$ cat src/rtl/sigmul_pkg.sv
// Purpose: shared types and elaboration-time helpers for the radix-4 Booth
//          significand multiplier (group count, sign-correction constant,
//          Booth digit encoding).
// Contents: booth_code_t, MAG_* magnitude codes, booth_groups(), booth_corr(),
//           booth_encode().
package sigmul_pkg;

  localparam int unsigned MAX_W = 24;

  // Magnitude part of a Booth digit; sign is carried separately in neg.
  localparam logic [1:0] MAG_ZERO   = 2'b00;
  localparam logic [1:0] MAG_SINGLE = 2'b01;
  localparam logic [1:0] MAG_DOUBLE = 2'b10;

  typedef struct packed {
    logic       neg;
    logic [1:0] mag;
  } booth_code_t;

  function automatic int unsigned booth_groups(input int unsigned w);
    return w / 2 + 1;
  endfunction

  // Each row keeps only an inverted MSB at weight 2^(w+1+2k); subtracting
  // that weight for every row restores the two's-complement value.
  function automatic logic [2*MAX_W-1:0] booth_corr(input int unsigned w);
    logic [63:0] acc;
    acc = '0;
    for (int unsigned k = 0; k < booth_groups(w); k++) begin
      acc = acc - (64'd1 << (w + 1 + 2 * k));
    end
    return acc[2*MAX_W-1:0];
  endfunction

  // Digit value = -2*b[2] + b[1] + b[0]; the zero digits never set neg.
  function automatic booth_code_t booth_encode(input logic [2:0] b);
    booth_code_t c;
    c.neg = b[2] & ~(b[1] & b[0]);
    case (b)
      3'b001, 3'b010, 3'b101, 3'b110: c.mag = MAG_SINGLE;
      3'b011, 3'b100:                 c.mag = MAG_DOUBLE;
      default:                        c.mag = MAG_ZERO;
    endcase
    return c;
  endfunction

endpackage

$ cat src/rtl/booth_pp_row.sv
// Purpose: one radix-4 Booth partial-product row.
// Ports: grp_i  3-bit overlapping multiplicand group
//        y_i    extended selected operand (WIDTH+1 bits)
//        row_o  WIDTH+1 selected/inverted bits plus inverted sign MSB
//        neg_o  +1 to be added at the row LSB when the digit is negative
module booth_pp_row
  import sigmul_pkg::*;
#(
  parameter int unsigned WIDTH = 8
) (
  input  logic [2:0]       grp_i,
  input  logic [WIDTH:0]   y_i,
  output logic [WIDTH+1:0] row_o,
  output logic             neg_o
);

  booth_code_t    code;
  logic           sgl;
  logic           dbl;
  logic           top;
  logic [WIDTH:0] sel;

  assign code = booth_encode(grp_i);
  assign sgl  = (code.mag == MAG_SINGLE);
  assign dbl  = (code.mag == MAG_DOUBLE);
  assign sel  = ({(WIDTH+1){sgl}} & y_i) | ({(WIDTH+1){dbl}} & {y_i[WIDTH-1:0], 1'b0});

  // Sign bit of the selected value one position above the selectors.
  assign top   = (sgl | dbl) & y_i[WIDTH];
  assign row_o = {~(top ^ code.neg), sel ^ {(WIDTH+1){code.neg}}};
  assign neg_o = code.neg;

endmodule

$ cat src/rtl/booth_r4_sigmul_pipe.sv
// Purpose: radix-4 Booth significand multiplier with optional pipeline
//          registers (after PP generation, CSA tree, CPA) and a global-stall
//          valid/ready handshake. Unsigned or two's complement per transaction.
// Ports: CLK/RST (async active-low), flush (drop in-flight work),
//        in_valid/in_ready with mx, my, tc_mode; out_valid/out_ready with
//        product = mx*my modulo 2^(2*WIDTH).
module booth_r4_sigmul_pipe
  import sigmul_pkg::*;
#(
  parameter int unsigned WIDTH       = 8,
  parameter int unsigned PIPE_STAGES = 2
) (
  input  logic               CLK,
  input  logic               RST,
  input  logic               flush,
  input  logic               in_valid,
  output logic               in_ready,
  input  logic [WIDTH-1:0]   mx,
  input  logic [WIDTH-1:0]   my,
  input  logic               tc_mode,
  output logic               out_valid,
  input  logic               out_ready,
  output logic [2*WIDTH-1:0] product
);

  localparam int unsigned G  = booth_groups(WIDTH);
  localparam int unsigned PW = 2 * WIDTH;
  localparam int unsigned NR = G + 2;
  localparam logic [2*MAX_W-1:0] CORR_FULL = booth_corr(WIDTH);
  localparam logic [PW-1:0]      CORR      = CORR_FULL[PW-1:0];

  logic adv;

  // Operand extension: mx gets the implicit zero below bit 0.
  logic [WIDTH+2:0] xe;
  logic [WIDTH:0]   ye;
  assign xe = {{2{tc_mode & mx[WIDTH-1]}}, mx, 1'b0};
  assign ye = {tc_mode & my[WIDTH-1], my};

  // Partial-product generation: G Booth rows, a neg-bit row, the correction row.
  logic [WIDTH+1:0] row [G];
  logic [G-1:0]     neg;
  logic [PW-1:0]    neg_row;
  logic [PW-1:0]    pp_d [NR];

  for (genvar k = 0; k < G; k++) begin : g_rows
    booth_pp_row #(.WIDTH(WIDTH)) u_row (
      .grp_i (xe[2*k+2 -: 3]),
      .y_i   (ye),
      .row_o (row[k]),
      .neg_o (neg[k])
    );
    assign pp_d[k]               = PW'(row[k]) << (2 * k);
    assign neg_row[2*k+1 -: 2]   = {1'b0, neg[k]};
  end
  assign neg_row[PW-1:2*G] = '0;
  assign pp_d[G]           = neg_row;
  assign pp_d[G+1]         = CORR;

  // S1: after PP generation.
  logic          v1;
  logic [PW-1:0] pp1 [NR];
  if (PIPE_STAGES >= 1) begin : g_s1
    logic          v1_q;
    logic [PW-1:0] pp_q [NR];
    always_ff @(posedge CLK or negedge RST) begin
      if (!RST) begin
        v1_q <= 1'b0;
        pp_q <= '{default: '0};
      end else begin
        if (flush)    v1_q <= 1'b0;
        else if (adv) v1_q <= in_valid;
        if (adv && !flush) pp_q <= pp_d;
      end
    end
    assign v1  = v1_q;
    assign pp1 = pp_q;
  end else begin : g_s1_bypass
    assign v1  = in_valid;
    assign pp1 = pp_d;
  end

  // Carry-save array: fold one row per level into the running sum/carry pair.
  logic [PW-1:0] cs_s [NR-1];
  logic [PW-1:0] cs_c [NR-1];
  assign cs_s[0] = pp1[0];
  assign cs_c[0] = pp1[1];
  for (genvar i = 1; i < NR - 1; i++) begin : g_csa
    assign cs_s[i] = cs_s[i-1] ^ cs_c[i-1] ^ pp1[i+1];
    assign cs_c[i] = ((cs_s[i-1] & cs_c[i-1]) | (cs_s[i-1] & pp1[i+1]) |
                      (cs_c[i-1] & pp1[i+1])) << 1;
  end

  // S2: after the CSA tree.
  logic          v2;
  logic [PW-1:0] sum2;
  logic [PW-1:0] carry2;
  if (PIPE_STAGES >= 2) begin : g_s2
    logic          v2_q;
    logic [PW-1:0] sum_q;
    logic [PW-1:0] carry_q;
    always_ff @(posedge CLK or negedge RST) begin
      if (!RST) begin
        v2_q    <= 1'b0;
        sum_q   <= '0;
        carry_q <= '0;
      end else begin
        if (flush)    v2_q <= 1'b0;
        else if (adv) v2_q <= v1;
        if (adv && !flush) begin
          sum_q   <= cs_s[NR-2];
          carry_q <= cs_c[NR-2];
        end
      end
    end
    assign v2     = v2_q;
    assign sum2   = sum_q;
    assign carry2 = carry_q;
  end else begin : g_s2_bypass
    assign v2     = v1;
    assign sum2   = cs_s[NR-2];
    assign carry2 = cs_c[NR-2];
  end

  // Final carry-propagate add, wrapping at 2*WIDTH bits.
  logic [PW-1:0] prod_d;
  assign prod_d = sum2 + carry2;

  // S3: after the CPA.
  if (PIPE_STAGES >= 3) begin : g_s3
    logic          v3_q;
    logic [PW-1:0] prod_q;
    always_ff @(posedge CLK or negedge RST) begin
      if (!RST) begin
        v3_q   <= 1'b0;
        prod_q <= '0;
      end else begin
        if (flush)    v3_q <= 1'b0;
        else if (adv) v3_q <= v2;
        if (adv && !flush) prod_q <= prod_d;
      end
    end
    assign out_valid = v3_q;
    assign product   = prod_q;
  end else begin : g_s3_bypass
    assign out_valid = v2;
    assign product   = prod_d;
  end

  // Global stall: every stage advances together or holds together.
  assign adv      = (PIPE_STAGES == 0) ? out_ready : (~out_valid | out_ready);
  assign in_ready = adv;

endmodule

$ cat config.mk
export PLATFORM = sky130hd
export DESIGN_NAME = booth_r4_sigmul_pipe
export DESIGN_NICKNAME = d
export VERILOG_FILES = /design/src/rtl/sigmul_pkg.sv /design/src/rtl/booth_pp_row.sv /design/src/rtl/booth_r4_sigmul_pipe.sv
export SDC_FILE = /design/constraint.sdc
export NUM_CORES = 1
export LEC_CHECK = 0
export ABC_CLOCK_PERIOD_IN_PS = 2800
export BUFFER_PORTS_ARGS = -buffer_cell sky130_fd_sc_hd__buf_2
export CAP_MARGIN = 20
export CORE_MARGIN = 2
export CORE_UTILIZATION = 45
export CTS_BUF_LIST = sky130_fd_sc_hd__clkbuf_8
export CTS_CLUSTER_SIZE = 16
export DETAILED_ROUTE_END_ITERATION = 12
export PLACE_DENSITY = 0.66
export SLEW_MARGIN = 5
export SYNTH_ARGS = -nofsm -noshare
export SYNTH_HDL_FRONTEND = slang
export SYNTH_HIERARCHICAL = 1
export SYNTH_SLANG_ARGS = --single-unit
$ cat constraint.sdc
create_clock -name CLK -period 2.8 [get_ports CLK]
set_input_delay 0.42 -clock CLK [delete_from_list [all_inputs] [get_ports CLK]]
set_output_delay 0.42 -clock CLK [all_outputs]
set_load 0.02 [all_outputs]
### Yosys cells after proc, flatten, opt, wreduce, memory -nomap -nowiden

Cells that the tools add are included.

* bits in registers: 87
* bits in latches: 0
* RAM bits: 0
* bits in read-only memories: 0
* word-level logic and storage cells: 157
* memories kept: 0

* $add $sub $neg: 1
* $mul: 0
* div/mod/pow operators: 0
* $lt $le $gt $ge: 0
* equal/unequal tests: 37
* shift-type cells: 0
* muxes and demuxes: 9
* bitwise gates (word level): 87
* reduce and logical (&&, ||, !) cells: 12

Operators with widths (count)
* 15-bit AND: 8
* 15-bit bitwise OR: 8
* 9-bit AND: 8
* 16-bit XOR: 4
* 3-bit == test (second input constant): 12
* 9-bit bitwise OR: 4
* 9-bit XOR: 4
* 14-bit by 15-bit AND with 15-bit output: 2
* 15-bit by 9-bit AND with 15-bit output: 2
* 3-bit by 2-bit == test with 1-bit output (second input constant): 8
* 2-bit case mux with 2 select lines: 5
* 16-bit adder: 1
* 8-bit AND: 2
* 4-bit OR reduction: 4
* 15-bit by 16-bit XOR with 16-bit output: 1
* 16-bit by 15-bit XOR with 16-bit output: 1
* 16-bit by 9-bit XOR with 16-bit output: 1
* 14-bit by 15-bit XOR with 15-bit output: 1
* 1-bit AND: 14
* 10-bit by 14-bit AND with 14-bit output: 1
* 12-bit by 14-bit AND with 14-bit output: 1
* 2-bit == test (second input constant): 7
* 12-bit by 14-bit bitwise OR with 14-bit output: 1
* 14-bit bitwise OR: 1
* 15 further kinds: 45

### Depth between registers and ports, before layout

* word-level depth: 15
* gate-level depth with buffers: 9

### Cells and area by module

The synthesis kept the hierarchy.

By module, submodules not included
* booth_r4_sigmul_pipe: times used 1, cells an instance 501, area each 4723.3 sq um, sequential area each 2102.0 sq um
* booth_pp_row: times used 5, cells an instance 32, area each 254.0 sq um, sequential area each 0.0 sq um

### Worst setup path before layout

No wires, ideal clock.

* kind: register -> register
* start point: register g_s1.pp_q[72] (netlist bit)
* end point: register g_s2.sum_q[9]
* setup time: 0.132 ns
* data arrival time: 2.808 ns
* data required time: 2.668 ns
* setup slack: -0.140 ns
* stages on the path, launching flop included: 8
* path buffers: 0
* cells stage by stage: dfrtp_1 -> fa_1 -> inv_1 -> fa_1 -> fa_1 -> fa_1 -> fa_1 -> o21ai_0

* longest elaborated chain between the ends: 11

RTL lines
* start, declared: RTL line booth_r4_sigmul_pipe.sv:65 `logic [PW-1:0] pp_q [NR];`
* start signal, assigned: RTL line booth_r4_sigmul_pipe.sv:73 `if (adv && !flush) pp_q <= pp_d;`
* 10-bit by 14-bit AND with 14-bit output: RTL line booth_r4_sigmul_pipe.sv:90 `assign cs_c[i] = ((cs_s[i-1] & cs_c[i-1]) | (cs_s[i-1] & pp1[i+1]) |`
* 12-bit by 14-bit bitwise OR with 14-bit output: RTL line booth_r4_sigmul_pipe.sv:90
* 14-bit bitwise OR: RTL line booth_r4_sigmul_pipe.sv:90
* 14-bit by 15-bit XOR with 15-bit output: RTL line booth_r4_sigmul_pipe.sv:89 `assign cs_s[i] = cs_s[i-1] ^ cs_c[i-1] ^ pp1[i+1];`
* 15-bit by 16-bit XOR with 16-bit output: RTL line booth_r4_sigmul_pipe.sv:89
* 16-bit XOR (3 in a row): RTL line booth_r4_sigmul_pipe.sv:89
* 16-bit by 9-bit XOR with 16-bit output: RTL line booth_r4_sigmul_pipe.sv:89
* 16-bit XOR (*): RTL line booth_r4_sigmul_pipe.sv:89
* 16-bit by 15-bit XOR with 16-bit output (*): RTL line booth_r4_sigmul_pipe.sv:89
* end signal, assigned: RTL line booth_r4_sigmul_pipe.sv:111 `sum_q <= cs_s[NR-2];`
* end, declared: RTL line booth_r4_sigmul_pipe.sv:100 `logic [PW-1:0] sum_q;`

Every way passes the cells marked *; elsewhere a longest branch is shown, timed or not.
A chain may end at the register's enable or synchronous reset.

### Final worst setup path

Ends and elaborated chain as after synthesis.

==> summary.txt <==
Outcome
  – Status: complete, but fails checks
  – Violated checks: setup timing

Finish
  – Fillers: 1241
  – Area Overhead vs Synth: 10.4%
  – Share of cells above drive strength 1: 12.7%
  – Nets: 781
  – Register area: 2100 um2
  – Design area: 6580 um2
  – Area occupied by multi-input gates: 3660 um2
  – N_diodes: 0
  – Post-Layout Cell Count: 859

Worst setup path
  – RR Endpoint: g_s2.sum_q[9]
  – CP max stage delay: 530 ps
  – Worst Path Arrival: 3180 ps
  – Worst Path Required: 3040 ps
  – Critical Path Source Type: register
  – Worst reg2reg setup slack: -140 ps
  – CP endpoint kind: register
  – Slowest-stage cell, CP: fa_1
  – Crit path kind: register to register
  – Critical R2R Launch: g_s1.pp_q[72]
  – Crit path launch: g_s1.pp_q[72]
  – CP Cell Sequence: fa_1 > inv_1 > fa_1 > fa_1 > fa_2 > fa_1 > o21ai_1
  – Crit path max fanout: 2
  – Critical path's most frequent cell: fa_1
  – Worst reg-to-reg path cell count: 7
  – Setup crit end: g_s2.sum_q[9]

Floorplan
  – # IOs: 40
  – Die width: 119 um
  – Die footprint: 14200 um2
  – Rows: 42
  – Core area: 13100 um2
  – Die H: 119 um
  – Initial Util: 45.6%

Detailed routing
  – DRT Pass-1 Iters: 7
  – Via count: 4410
  – Vias per std cell: 5.13
  – DRC violation total after the first TritonRoute iteration: 239
  – Drt drc: 0
  – Post-route ant nets: 0
  – DR WL/cell: 14.0 um
  – Final WL: 12000 um

Place
  – IO buf count: 39
  – GPL Wtd Cong: 0.812
  – Placed Instance Area: 6240 um2
  – Setup WS pre-CTS: -145 ps
  – Hpwl dp: 8510 um
  – Placed Cells: 841

Global routing
  – Number of global-route vias before repair: 4250
  – GRT Max-Usage Layer: met2
  – M2 GR Usage: 27.3%
  – Met1 usage: 24.4%
  – First-pass GRT wire length: 19800 um
  – Initial antenna violation count: 0
  – GR Util met3: 2.68%
  – Grt ovf: 0
  – Total Routing Usage GR: 17.2%
  – Largest net degree at the start of global routing: 87

Clocking
  – # H-tree levels: 3
  – Worst-path clk slew: 80 ps
  – Root buffer cell: clkbuf_8
  – CTS max path bufs: 2
  – CTS Buf Count: 9
  – Later-pin clock latency in the skew report: 360 ps
  – # clock sinks: 84
  – CTS tree: done

Yosys
  – Syn avg cell area: 9.07 um2
  – Syn Std Cell Area: 5960 um2
  – Synthesized instance count: 657
  – Synth Warn #: 6

Timing
  – Max Slew Vio Count: 0
  – Fin Clk Skew: 7.23 ps
  – RSZ-0062 raised after global routing: yes
  – Slew @ Worst Pin: 808 ps
  – Final period util: 105%
  – Max frequency: 0.340 GHz
  – Fin. Hold Viols: 0
  – Slew headroom: 45.8%
  – Post-layout worst setup margin: -141 ps
  – Setup_tns: -318 ps
  – Final setup violation count: 4
  – Fin crit period: 2940 ps

Pwr
  – Pleak: 3.24 nW
  – Cell Pwr Density: 879 nW/um2
  – Worst vdd ir: 0.000295 V

Job
  – MaxCap Viol Count: 0

Worst hold path
  – Hold WC Path Type: primary input to async pin
[report_power, final]
| group | internal, mW | switching [mW] | leakage (nW) |
|---|---|---|---|
| registers | 1.51 | 0.228 | 1.05 |
| logic | 1.42 | 1.77 | 2.09 |
| clock network | 0.447 | 0.413 | 0.102 |
[sequential cells by signal (all words and copies together) (netlist names)]
| signal | cells |
|---|---|
| g_s1.pp_q | 34 |
| g_s2.sum_q | 16 |
| carry2 | 12 |
| cs_c | 10 |
| cs_s | 10 |
| g_s1.v1_q | 1 |
| out_valid | 1 |
[per-layer routing]
metal  part of all wire [%]  vias up
met1                     48     2105
met2                     46      105
met3                    3.8       21
met5                      0        -
li1                       -     2179
met4                    1.8        0
[worst max-delay path: cells and delay by family, from the launching register on]
family | cells | cell delay, ps
AOI/OAI and AO/OA | 1 | 50
DFF | 1 | 410
buffers and inverters | 1 | 40
adders and majority gates | 5 | 2310
[how the worst min path moves through the flow]
stage | cells past startpoint | slack (ps) | end
5_1_grt | 1 | 40 | g_s2.sum_q[1]
3_3_place_gp | 2 | 460 | g_s2.sum_q[1]
3_5_place_dp | 2 | 460 | g_s2.sum_q[1]
6_report | 1 | 20 | g_s2.sum_q[1]
4_1_cts | 2 | 260 | g_s1.v1_q
2_1_floorplan | 0 | 120 | carry2[10]
[area by class of cell]
type	count	share of cell area [%]
inverters	30	1.71
clock buffers	11	2.30
clock inverters	3	0.589
multi-input cells	510	55.7
flip-flops and latches	84	31.9
well taps	176	3.35
repair buffers	45	4.45
[metrics by stage]
step           total power [mW]  hold WS, ps  util [%]
2_1_floorplan              3.94          124         -
6_report                   5.79         24.5      50.3
3_3_place_gp               4.60          457      47.7
3_5_place_dp               4.68          464      47.7
5_1_grt                    6.35         44.3      50.3
4_1_cts                    5.62          262      49.4
[cells in the final DEF, fill, tap and decap left out, types with 8 or more instances in the layout]
master,instances
clkbuf_8,11
nand2_1,229
dfrtp_1,84
xnor2_1,65
fa_1,23
buf_2,36
ha_1,46
a21oi_1,8
inv_1,30
o21ai_0,15
a22oi_1,39
[repair_timing]
item                                    CTS  global route
buffers inserted                          1             2
pin swaps                                 2             1
gates resized for setup                   6            17
hold buffers                              0             0
endpoints found under the setup margin    8             9
(Power assumes the default switching activity.)
